File: src/rtl/monitor_rco.sv
// Rollover monitor: counts rising edges of an upstream ripple-carry, reports {rollovers, count_in} once it reaches a threshold.
// Optional sticky wrap flag on ovf is enabled by defining MONITOR_RCO_OVF_EN.
module monitor_rco #(
    parameter int N = 8
) (
    input  logic         clk,
    input  logic         reset,
    input  logic [3:0]   count_in,
    input  logic         rco_in,
    input  logic         start,
    input  logic [N+3:0] thresh,
    input  logic         ack,
    output logic [N-1:0] rollovers,
    output logic [N+3:0] snap,
    output logic         valid,
    output logic         busy,
    output logic         ovf
);

    typedef enum logic [1:0] {IDLE, RUN, REPORT} state_t;

    state_t       state, state_next;
    logic         rco_q;
    logic [N+3:0] thresh_q;
    logic         rise, accept, hit, count_en;

    always_comb begin
        state_next = state;
        rise       = rco_in & ~rco_q;
        accept     = 1'b0;
        hit        = 1'b0;
        count_en   = 1'b0;
        case (state)
            IDLE: begin
                accept = start;
                if (start) state_next = RUN;
            end
            RUN: begin
                count_en = rise;
                // Compare uses current register values; a wrap simply lowers the value.
                hit = ({rollovers, count_in} >= thresh_q);
                if (hit) state_next = REPORT;
            end
            REPORT: begin
                count_en = rise;
                if (ack) state_next = IDLE;
            end
            default: state_next = IDLE;
        endcase
    end

    always_ff @(posedge clk) begin
        if (reset) begin
            state <= IDLE;
            busy  <= 1'b0;
        end else begin
            state <= state_next;
            busy  <= (state_next != IDLE);
        end
    end

    always_ff @(posedge clk) begin
        if (reset) begin
            rco_q     <= 1'b0;
            rollovers <= '0;
            thresh_q  <= '0;
            snap      <= '0;
            valid     <= 1'b0;
        end else begin
            rco_q <= rco_in;
            if (accept) begin
                rollovers <= '0;
                thresh_q  <= thresh;
            end else if (count_en) begin
                rollovers <= rollovers + N'(1);
            end
            // snap takes the pre-increment value when an edge lands on the hit cycle
            if (hit) begin
                snap  <= {rollovers, count_in};
                valid <= 1'b1;
            end else if (state == REPORT && ack) begin
                valid <= 1'b0;
            end
        end
    end

`ifdef MONITOR_RCO_OVF_EN
    always_ff @(posedge clk) begin
        if (reset || accept)
            ovf <= 1'b0;
        else if (count_en && (&rollovers))
            ovf <= 1'b1;
    end
`else
    assign ovf = 1'b0;
`endif

endmodule

File: config.mk
export PLATFORM = sky130hd
export DESIGN_NAME = monitor_rco
export DESIGN_NICKNAME = d
export VERILOG_FILES = /design/src/rtl/monitor_rco.sv
export SDC_FILE = /design/constraint.sdc
export NUM_CORES = 1
export LEC_CHECK = 0
export ABC_AREA = 1
export CORE_UTILIZATION = 44
export DETAILED_ROUTE_END_ITERATION = 10
export PLACE_DENSITY = 0.81
export SLEW_MARGIN = 20
export SYNTH_ARGS = -nofsm -noshare
export SYNTH_HDL_FRONTEND = slang
export SYNTH_SLANG_ARGS = --single-unit
export TNS_END_PERCENT = 20
File: constraint.sdc
create_clock -name clk -period 1.4 [get_ports clk]
set_input_delay 0.21 -clock clk [delete_from_list [all_inputs] [get_ports clk]]
set_output_delay 0.21 -clock clk [all_outputs]
set_load 0.01 [all_outputs]
# --- Word level (Yosys, flattened, before mapping) ---
# Index checks and enable logic that the tools add are counted.
totals:
  reg_bits: 37
classes:
  bitwise_logic: 2
  reduce_logical: 6
  addsub: 1
  muxes: 9
  n_eq_ne: 2
  magnitude_cmp: 1
ops:
  columns: ["operator", "count"]
  rows:
  - ["greater-or-equal comparator 12 bit", 1]
  - ["adder 8 x 1 -> 8 bit (second input constant)", 1]
  - ["2-to-1 mux 2 bit", 3]
  - ["one-hot mux 2 bit (3 select lines)", 1]
  - ["2-to-1 mux 1 bit", 5]
  - ["nonzero test 2 bit", 2]
  - ["OR reduction 2 bit", 2]
  - ["== test 2 x 1 -> 1 bit (second input constant)", 1]
  - ["== test 2 bit (second input constant)", 1]
  - ["logical NOT 2 bit", 1]
  - ["AND 1 bit", 1]
  - ["logical AND 1 bit", 1]
  - ["NOT 1 bit", 1]

# --- Longest topological paths before layout ---
# Gate-level depths: netlist of the first run.
logic_depth:
  depth_word: 4
  depth_mapped: 14
  depth_no_buf: 14

# --- Least setup slack after synthesis of the first run ---
# Ideal clock, no wire load.
synth_timing:
  kind: "flip-flop to flip-flop"
  startpoint: "reg rollovers[3]"
  endpoint: "reg snap[5]"
  path_slack_ns: -0.203
  t_arrival_ns: 1.488
  path_stages_with_launch: 13
  cell_sequence: "dfxtp_1 > ha_1 > nand2_1 > inv_1 > nand2_1 > nand2_1 > a21oi_1 > nand2_2 > nand2_4 > inv_4 > buf_8 > nor2_1 > nor2_1"
synth_between:
  elab_chain_cells: 2
synth_lines:
  columns: ["item", "line", "text"]
  rows:
  - ["from (decl)", "13", "output logic [N-1:0] rollovers,"]
  - ["from (signal assigned)", "75", "rollovers <= rollovers + N'(1);"]
  - ["greater-or-equal comparator 12 bit", "41", "hit = ({rollovers, count_in} >= thresh_q);"]
  - ["2-to-1 mux 1 bit", "33", "case (state)"]
  - ["to (signal assigned)", "79", "snap <= {rollovers, count_in};"]
  - ["to (decl)", "14", "output logic [N+3:0] snap,"]
# No other way between the ends.
# A chain may end at the register's enable or synchronous reset.

# --- Final worst setup path of the first run ---
layout_timing:
  startpoint: "in count_in[3]"
  endpoint: "reg snap[9]"
layout_between:
  elab_chain_cells: 2
layout_lines:
  columns: ["item", "line", "text"]
  rows:
  - ["from (decl)", "8", "input logic [3:0] count_in,"]
  - ["greater-or-equal comparator 12 bit", "41", null]
  - ["2-to-1 mux 1 bit", "33", null]
# No other way between the ends.

==> flow_metrics.tcl, run 1 <==
set metrics [dict create \
    status "finished with violations" \
    violations "setup timing" \
    wirelength_microns 5140 \
    grt_setup_unrepaired "yes" \
    leakage_nw 1.46 \
    syn_avg_cell_area_sq_um 7.59 \
    critPathTopFamily "simple AND/OR/NAND/NOR gates" \
    netlist.area_leader.share_pct 41.7 \
    nets 352 \
    gp_congestion 0.783 \
    dp_hpwl_microns 3170 \
    place_ws_ps -538 \
    cts_tree "built" \
    synth-seq-cells 37 \
    timing.final.hold_violations 0 \
    clock-sinks 37 \
    area_delta_synth_final_pct 62.9 \
    grt_pass1_vias 1704 \
    cp_common_cell "nor2_1" \
    synthesis.area_sq_um 1780 \
    async_flop_share_pct 0 \
    synthCells 234 \
    yosysMostFrequentCell "dfxtp_1" \
    drcViolationCount 0 \
    cts-root-buf "clkbuf_8" \
    numPortBuffers 42 \
    synth_nets 272 \
    slowest_delay_ps 460 \
    grt_pass1_wl_microns 7800 \
    synth_area_leaders "dfxtp_1 42%, ha_1 12%, inv_1 7.6%" \
    core_sq_um 3770 \
    fillers 254 \
    dieArea_sq_um 4300 \
    finalCritPeriodShare_pct 124 \
    n_antenna_cell 0 \
    crit_slowest_cell "clkdlybuf4s50_1" \
    critPathKind "input port to flip-flop" \
    setup_viol_count_final 19 \
    antenna_found_initial 0 \
    fin_area_sq_um 2890 \
    peakVddDrop_uv 509 \
    grt_max_degree 24 \
    initial_core_util_pct 47.1 \
    clk_latency_ps 300 \
    synth_edf_count 0 \
    holdCritPathClass "input port to flip-flop" \
    clock_path_buffers 2 \
    regToRegEndpoint "snap[9]$_SDFFE_PP0P_" \
    hold_buffers 0 \
    finalHoldWorstSlack_ps 210 \
    vias 1811 \
    synth_warnings 0 \
    drt-initial-drc-count 112 \
    hold_path_end "snap[0]$_SDFFE_PP0P_" \
    crit_buf_inv 2 \
    ant_nets 0 \
    grt_usage_pct 25.2 \
    min_from "count_in[0]" \
    firstDrtPassIters 4 \
    worst_slack_ps -334 \
    critPathLaunch "count_in[3]" \
    fmax_ghz 0.577 \
    maxSlewViolCount 0 \
    cp.required_ps 1590 \
    routedWlPerCell_microns 14.1 \
    path_cells "clkdlybuf4s50_1 -> ha_1 -> a21oi_1 -> nand2_1 -> nand2_2 -> nand2_4 -> nand2_8 -> inv_8 -> nor2_1 -> nor2_1" \
    power.density_nw_per_um2 910 \
    cts_max_level 2 \
    whs_path_depth 3 \
    pin_count 44 \
    rows 22 \
    drive_above_1_share_pct 36.2 \
    utilization_pct 76.7 \
    skew_ps 4.97 \
    fp.dieH_microns 65.5 \
    startpoint_type "input port" \
    synth-seq-area-share_pct 41.7 \
    path_clk_slew_ps 70 \
    cap_violations 0 \
    postPlaceCellArea_sq_um 2500 \
    overflow 0 \
    fin_crit_ps 1730 \
    die_x_microns 65.5 \
    yosysUniqueCellTypes 24 \
    rr_worst_depth 10 \
    avgViaCountPerCell 4.99 \
    setup.worst_path.end_class "flip-flop" \
    cp_max_fo 8 \
    yosys-top-cells-count "37 x dfxtp_1, 36 x inv_1, 35 x nand2_1" \
    cp_data_arrival_time_ps 1930 \
    ys.flop_type "dfxtp_1" \
    ff2ff_setup_slack_ps -290 \
    reg2reg_from "thresh_q[3]$_SDFFE_PP0P_" \
    synth_top_cell_by_area "dfxtp_1" \
    cts_buffers 5 \
]
## cell usage in the layout (no fill, tap or decap), types with 9 or more instances in the layout
cell and count:
o21ai_0 18, ha_4 9, dlymetal6s2s_1 9, inv_2 9
nand2_1 26, buf_4 35, dlygate4sd2_1 12, a21oi_1 19
nor2_1 23, inv_1 27, dfxtp_1 23, dfxtp_2 14
clkdlybuf4s50_1 21
## worst reg2reg max path, cell delays in order (launching register included)
cell	delay, ps
dfxtp_1	320
inv_1	60
ha_1	290
a21oi_1	160
nand2_1	130
nand2_2	110
nand2_4	100
nand2_8	150
inv_8	60
nor2_1	120
nor2_1	80
## how the worst max path moves through the flow
| stage | endpoint | slack, ps | depth (start not counted) |
|---|---|---|---|
| 6_report | snap[9]$_SDFFE_PP0P_ | -330 | 10 |
| 5_1_grt | snap[9]$_SDFFE_PP0P_ | -360 | 12 |
| 4_1_cts | snap[1]$_SDFFE_PP0P_ | -190 | 12 |
| 3_5_place_dp | snap[11]$_SDFFE_PP0P_ | -540 | 13 |
| 3_3_place_gp | snap[4]$_SDFFE_PP0P_ | -490 | 13 |
| 2_1_floorplan | snap[7]$_SDFFE_PP0P_ | -110 | 11 |
## routing by layer
| metal | vias to the layer above | wire length, microns | GRT usage, % |
|---|---|---|---|
| met1 | 841 | 2180 | 30.3 |
| met4 | 0 | 125 | 11.7 |
| met5 | - | 0 | 0 |
| met2 | 58 | 2510 | 41.4 |
| li1 | 901 | - | - |
| met3 | 11 | 312 | 6.77 |
## power by group
group          internal (mW)  switching (mW)  leakage, nW
logic                  0.309           0.339         1.10
clock network          0.445           0.385       0.0542
registers               1.12          0.0309        0.308
total                   1.88           0.755         1.46
## cell type report
type / instances / area, sq um / share of cell area, %
clock inverters: 1 / 5.00 / 0.173
flip-flops and latches: 37 / 758 / 26.2
inverters: 37 / 146 / 5.06
repair inverters: 1 / 11.3 / 0.389
repair buffers: 78 / 711 / 24.6
clock buffers: 7 / 96.3 / 3.33
well taps: 48 / 60.1 / 2.08
multi-input cells: 154 / 1110 / 38.2
## state kept, by name, summed over array words and instances, names as in the netlist
register / count
rollovers: 8
snap: 12
thresh_q: 12
valid: 1
busy: 1
rco_q: 1
state: 2
## per-stage QoR
stage	TNS, ps	total power [mW]	instances
global placement	-7830	1.65	347
detailed placement	-8370	1.67	347
global route	-5150	2.77	363
floorplan	-1270	1.44	234
CTS	-3010	2.59	362
finish	-4300	2.63	363
## cell families after synthesis
group           count (synthesis)  synth area share (%)
fa+ha+maj                      17                  12.0
flops                          37                  41.7
other cells                     1                 0.211
buf+inv                        44                  10.7
simple gates                   80                  19.7
compound gates                 54                  15.2
xor+xnor                        1                 0.493
## repair_timing
item,in CTS,in global routing
hold endpoints to repair,0,0
endpoints found under the setup margin,29,28
cloned,2,0
resized for setup,49,34
pin swaps,22,14
setup buffers,5,1
No activity file was read; power rests on OpenSTA's default activity.
==> inputs of run 2 (changes only) <==
--- a/config.mk
+++ b/config.mk
@@ -8,7 +8,7 @@
 export ABC_AREA = 1
 export CORE_UTILIZATION = 44
 export DETAILED_ROUTE_END_ITERATION = 10
-export PLACE_DENSITY = 0.81
+export PLACE_DENSITY = 0.75
 export SLEW_MARGIN = 20
 export SYNTH_ARGS = -nofsm -noshare
 export SYNTH_HDL_FRONTEND = slang
==> run 2 against run 1 <==
Against the previous run: the flow still finishes with violations (setup timing); combinational power increased by 0.9%; count of clock-buffer cells in the layout unchanged; cell count decreased by 1.4%; largest power group unchanged; register-to-register slack got worse by 50 ps; sequential power about the same.
==> flow_metrics.tcl, run 2 (synthesized netlist as in run 1, its figures left out) <==
set metrics [dict create \
    gp_congestion 0.746 \
    core_sq_um 3770 \
    antenna_found_initial 0 \
    rows 22 \
    leakage_nw 1.47 \
    cap_violations 0 \
    dp_hpwl_microns 3050 \
    fp.dieH_microns 65.5 \
    reg_top3 "snap: 12 flops, thresh_q: 12 flops, rollovers: 8 flops" \
    drt-initial-drc-count 142 \
    slew_headroom_pct 49.0 \
    area_delta_synth_final_pct 62.3 \
    cp_max_fo 6 \
    path_clk_slew_ps 80 \
    layout_commonest_cell "buf_4" \
    clock-sinks 37 \
    grt_setup_unrepaired "yes" \
    hold_buffers 0 \
    worst_slack_ps -336 \
    initial_core_util_pct 47.1 \
    cp_data_arrival_time_ps 1970 \
    numPortBuffers 42 \
    cts_max_level 2 \
    status "finished with violations" \
    finalHoldWorstSlack_ps 238 \
    fin_area_sq_um 2880 \
    clk_latency_ps 300 \
    cts_buffers 5 \
    vias 1775 \
    startpoint_type "flip-flop" \
    clock_path_buffers 2 \
    grt_max_degree 25 \
    critPathKind "flip-flop to flip-flop" \
    setup.worst_path.end_class "flip-flop" \
    finalCritPeriodShare_pct 124 \
    cts_tree "built" \
    n_antenna_cell 0 \
    overflow 0 \
    ant_nets 0 \
    crit_buf_inv 2 \
    dieArea_sq_um 4300 \
    place_ws_ps -512 \
    holdCritPathClass "input port to flip-flop" \
    firstDrtPassIters 5 \
    postPlaceCellArea_sq_um 2470 \
    drcViolationCount 0 \
    fmax_ghz 0.576 \
    fin_crit_ps 1740 \
    pin_count 44 \
    grt_pass1_vias 1536 \
    drive_above_1_share_pct 36.1 \
    maxSlewViolCount 0 \
    peakVddDrop_uv 548 \
    power.density_nw_per_um2 917 \
    avgViaCountPerCell 4.96 \
    setup_viol_count_final 24 \
    slowest_delay_ps 320 \
    path_cells "inv_2 -> ha_4 -> nand2_4 -> nor2_4 -> nand2_2 -> nor2_2 -> nand2_2 -> nand2_4 -> nand2_8 -> clkinv_8 -> nor2_4 -> nor2_1" \
    critPathTopFamily "simple AND/OR/NAND/NOR gates" \
    cts-root-buf "clkbuf_8" \
    layout_common_cells "30 x buf_4, 28 x inv_1, 25 x nand2_1" \
    cp.required_ps 1630 \
    violations "setup timing" \
    grt_usage_pct 22.3 \
    timing.final.hold_violations 0 \
    routedWlPerCell_microns 14.2 \
    wirelength_microns 5070 \
    grt_pass1_wl_microns 7130 \
    fillers 273 \
    crit_slowest_cell "dfxtp_2" \
    die_x_microns 65.5 \
    worst_pin_slew_ps 765 \
    skew_ps 8.72 \
    nets 347 \
]
run 2: cell types whose count changed in the layout (fill, tap and decap cells not counted), sizes merged:
cell,previous run,this run
clkinv,1,2
dlymetal6s2s,9,13
inv,38,37
nand2,38,39
clkdlybuf4s50,21,20
buf,36,30
dlygate4sd2,12,9
run 2: worst register-to-register path: stages, from the launching register on:
cell	delay, ps
dfxtp_2	320
inv_2	50
ha_4	290
nand2_4	50
nor2_4	120
nand2_2	70
nor2_2	120
nand2_2	90
nand2_4	170
nand2_8	120
clkinv_8	120
nor2_4	40
nor2_1	100
run 2: stage by stage:
stage,power (mW),util [%],instances,setup TNS [ps]
CTS,2.52,69.7,355,-3180
global route,2.77,76.4,358,-7500
floorplan,1.44,-,234,-1270
detailed placement,1.66,65.4,344,-10060
finish,2.64,76.4,358,-4940
global placement,1.65,65.4,344,-9500
run 2: layer usage:
| layer | track usage, % | routed length [microns] | vias to the layer above | part of all wire, % |
|---|---|---|---|---|
| li1 | - | - | 893 | - |
| met1 | 28.3 | 2110 | 809 | 42 |
| met2 | 36.9 | 2530 | 58 | 50 |
| met3 | 4.34 | 275 | 15 | 5.4 |
| met4 | 8.97 | 155 | 0 | 3.1 |
| met5 | 0 | 0 | - | 0 |
run 2: final timing paths:
check                            from              endpoint  slack, ps  cells past startpoint
max          thresh_q[9]$_SDFFE_PP0P_  snap[4]$_SDFFE_PP0P_       -340                     12
min                       count_in[0]  snap[0]$_SDFFE_PP0P_        240                      3
max reg2reg  thresh_q[9]$_SDFFE_PP0P_  snap[4]$_SDFFE_PP0P_       -340                     12
min reg2reg        valid$_SDFFE_PP0P_    valid$_SDFFE_PP0P_        470                      2
run 2: what timing repair did:
| action | CTS | global route |
|---|---|---|
| setup endpoints to repair | 29 | 36 |
| pin swaps | 6 | 18 |
| gates cloned | 2 | 1 |
| hold endpoints to repair | 0 | 0 |
| setup buffers | 1 | 2 |
| resized for setup | 24 | 68 |
run 2: cell type report:
cell class / count / area, sq um / area share, %
Timing Repair inverter: 1 / 16.3 / 0.564
Tap cell: 48 / 60.1 / 2.08
Clock buffer: 7 / 96.3 / 3.34
Multi-Input combinational cell: 155 / 1130 / 39.2
Clock inverter: 1 / 5.00 / 0.174
Inverter: 37 / 146 / 5.08
Timing Repair Buffer: 72 / 667 / 23.1
Sequential cell: 37 / 761 / 26.4
run 2: report_power, final:
group	internal, mW	switching, mW	leakage, nW
Clock	0.445	0.386	0.0542
Sequential	1.12	0.0346	0.309
Combinational	0.312	0.343	1.11
==> inputs of run 3 (changes only) <==
--- a/config.mk
+++ b/config.mk
@@ -5,7 +5,7 @@
 export SDC_FILE = /design/constraint.sdc
 export NUM_CORES = 1
 export LEC_CHECK = 0
-export ABC_AREA = 1
+export CORE_MARGIN = 3
 export CORE_UTILIZATION = 44
 export DETAILED_ROUTE_END_ITERATION = 10
 export PLACE_DENSITY = 0.75
==> run 3 against run 2 <==
Against the previous run: sequential cell count unchanged; non-clock buffer count fell by 2; power is 14% higher; register-to-register slack better by 30 ps; combinational power is 11% higher; global-route usage fell by 4.1 points; synthesized cell count decreased by 7.7%; sequential share of layout area down 0.41 points; the flow still finishes with violations (setup timing); hold slack improved by 43 ps; routed wire length is 11% lower; clock power increased by 36%; cell count down 7.0%.
==> flow_metrics.tcl, run 3 <==
set metrics [dict create \
    status "finished with violations" \
    violations "setup timing" \
    yosysUniqueCellTypes 33 \
    rr_worst_depth 8 \
    cts_tree "built" \
    cts-root-buf "clkbuf_8" \
    power.internal_mw 2.22 \
    cap_violations 0 \
    grt_setup_unrepaired "yes" \
    place_ws_ps -717 \
    leakage_nw 1.44 \
    peakVddDrop_uv 963 \
    hold_path_end "snap[1]$_SDFFE_PP0P_" \
    synth_edf_count 0 \
    path_clk_slew_ps 80 \
    overflow 0 \
    avgViaCountPerCell 4.89 \
    p_seq_share_pct 38.3 \
    fp.dieH_microns 71.1 \
    fmax_ghz 0.586 \
    grt_usage_pct 18.3 \
    timing.final.hold_violations 0 \
    fillers 290 \
    pin_count 44 \
    synth-seq-area-share_pct 39.7 \
    drcViolationCount 0 \
    cp_max_fo 7 \
    core_sq_um 4060 \
    cts_buffers 5 \
    whs_path_depth 3 \
    startpoint_type "flip-flop" \
    area_delta_synth_final_pct 58.9 \
    reg_top3 "snap: 12 flops, thresh_q: 12 flops, rollovers: 8 flops" \
    power.density_nw_per_um2 1010 \
    regToRegEndpoint "snap[11]$_SDFFE_PP0P_" \
    n_antenna_cell 0 \
    cp_data_arrival_time_ps 1890 \
    setup.worst_path.end_class "flip-flop" \
    numPortBuffers 42 \
    grt_pass1_vias 1641 \
    synth_nets 254 \
    routedWlPerCell_microns 13.5 \
    drive_above_1_share_pct 33.6 \
    initial_core_util_pct 46.0 \
    utilization_pct 73.1 \
    antenna_found_initial 0 \
    power.switching_mw 0.788 \
    maxSlewViolCount 0 \
    yosysMostFrequentCell "dfxtp_1" \
    wirelength_microns 4510 \
    instances_no_fill 333 \
    min_from "count_in[1]" \
    yosys-top-cells-count "37 x dfxtp_1, 34 x nand2_1, 25 x nand2b_1" \
    postPlaceCellArea_sq_um 2590 \
    dieArea_sq_um 5060 \
    gp_congestion 0.908 \
    ff2ff_setup_slack_ps -310 \
    ant_nets 0 \
    skew_ps 11.1 \
    grt_pass1_wl_microns 7380 \
    synthCells 216 \
    layout_commonest_cell "nand2_1" \
    clock_path_buffers 2 \
    syn_avg_cell_area_sq_um 8.64 \
    pwr-share-comb_pct 24.1 \
    cp.required_ps 1580 \
    synth-seq-cells 37 \
    setup_viol_count_final 21 \
    vias 1628 \
    ys.flop_type "dfxtp_1" \
    critPathKind "flip-flop to flip-flop" \
    nets 320 \
    firstDrtPassIters 4 \
    holdCritPathClass "input port to flip-flop" \
    layout_common_cells "30 x nand2_1, 25 x nand2b_1, 24 x buf_4" \
    clock-sinks 37 \
    drt-initial-drc-count 68 \
    reg2reg_from "thresh_q[4]$_SDFFE_PP0P_" \
    synth_warnings 0 \
    grt_max_degree 27 \
    finalHoldWorstSlack_ps 280 \
    worst_slack_ps -307 \
    cts_max_level 2 \
    setup_tns_ps -4460 \
    synthesis.area_sq_um 1870 \
    power_mw 3.00 \
    synth_area_leaders "dfxtp_1 40%, ha_1 11%, nand2b_1 8.4%" \
    rows 23 \
    netlist.area_leader.share_pct 39.7 \
    power_frac_clock_pct 37.6 \
    fin_crit_ps 1710 \
    async_flop_share_pct 0 \
    dp_hpwl_microns 3110 \
    fin_area_sq_um 2970 \
    dp_cells 322 \
    synth_top_cell_by_area "dfxtp_1" \
    finalCritPeriodShare_pct 122 \
    die_x_microns 71.1 \
    p_sw_share_pct 26.2 \
    clk_latency_ps 300 \
]
-- run 3: cell types whose count changed in the layout (fill, tap and decap cells not counted), sizes merged, moves of 3 or more --
| cell | change |
|---|---|
| nor2b | +3 |
| mux2i | +13 |
| nor2 | -22 |
| o21ai | -27 |
| xor2 | +5 |
| nor3 | -3 |
| inv | -21 |
| nand2 | -5 |
| a21oi | -4 |
| nand2b | +25 |
-- run 3: worst max-delay path, stage by stage (launching register included) --
cell and delay, ps:
dfxtp_2 340, inv_1 70, ha_4 270, nand2_2 50
nor2_4 140, o2111ai_4 150, o211a_4 310, buf_12 140
mux2i_1 120
-- run 3: how the worst max path moves through the flow --
stage / start / endpoint / slack [ps]
2_1_floorplan: rollovers[4]$_SDFFE_PP0P_ / snap[0]$_SDFFE_PP0P_ / -260
6_report: thresh_q[4]$_SDFFE_PP0P_ / snap[11]$_SDFFE_PP0P_ / -310
5_1_grt: thresh_q[2]$_SDFFE_PP0P_ / snap[11]$_SDFFE_PP0P_ / -380
4_1_cts: thresh_q[11]$_SDFFE_PP0P_ / snap[11]$_SDFFE_PP0P_ / -270
3_3_place_gp: count_in[0] / snap[7]$_SDFFE_PP0P_ / -600
3_5_place_dp: count_in[0] / snap[11]$_SDFFE_PP0P_ / -720
-- run 3: timing repair --
| action | 4_1_cts | 5_1_grt |
|---|---|---|
| pin swaps | 13 | 11 |
| setup endpoints to repair | 41 | 46 |
| cloned | 1 | 0 |
| hold buffers | 0 | 0 |
| hold endpoints to repair | 0 | 0 |
| resized for setup | 42 | 28 |
| buffers inserted | 1 | 1 |
-- run 3: layout make-up --
class | instances | area [sq um] | share of cell area [%]
multi-input cells | 153 | 1240 | 42.0
well taps | 50 | 62.6 | 2.11
clock buffers | 5 | 68.8 | 2.32
repair buffers | 70 | 694 | 23.4
inverters | 15 | 56.3 | 1.90
clock inverters | 3 | 68.8 | 2.32
flip-flops and latches | 37 | 771 | 26.0
-- run 3: power groups by stage --
stage	clock network, mW	registers, mW	logic [mW]
final	1.13	1.15	0.724
after global routing	1.18	1.16	0.786
after CTS	1.14	1.15	0.673
after detailed placement	0	1.16	0.574
after global placement	0	1.16	0.559
after floorplan	0	1.17	0.329
-- run 3: routing by layer --
metal	GRT usage (%)	share of wire, %	up-vias
met1	21.9	44	741
met5	0	0	-
li1	-	-	840
met4	5.85	1.7	0
met3	5.97	4.5	9
met2	30.9	50	38
-- run 3: cell families after synthesis --
family,after synthesis,share of synthesized area [%]
other cells,1,0.201
buf+inv,26,6.23
xor+xnor,7,3.28
mux,13,6.97
compound gates,31,9.99
fa+ha+maj,17,11.4
flops,37,39.7
simple gates,84,22.3
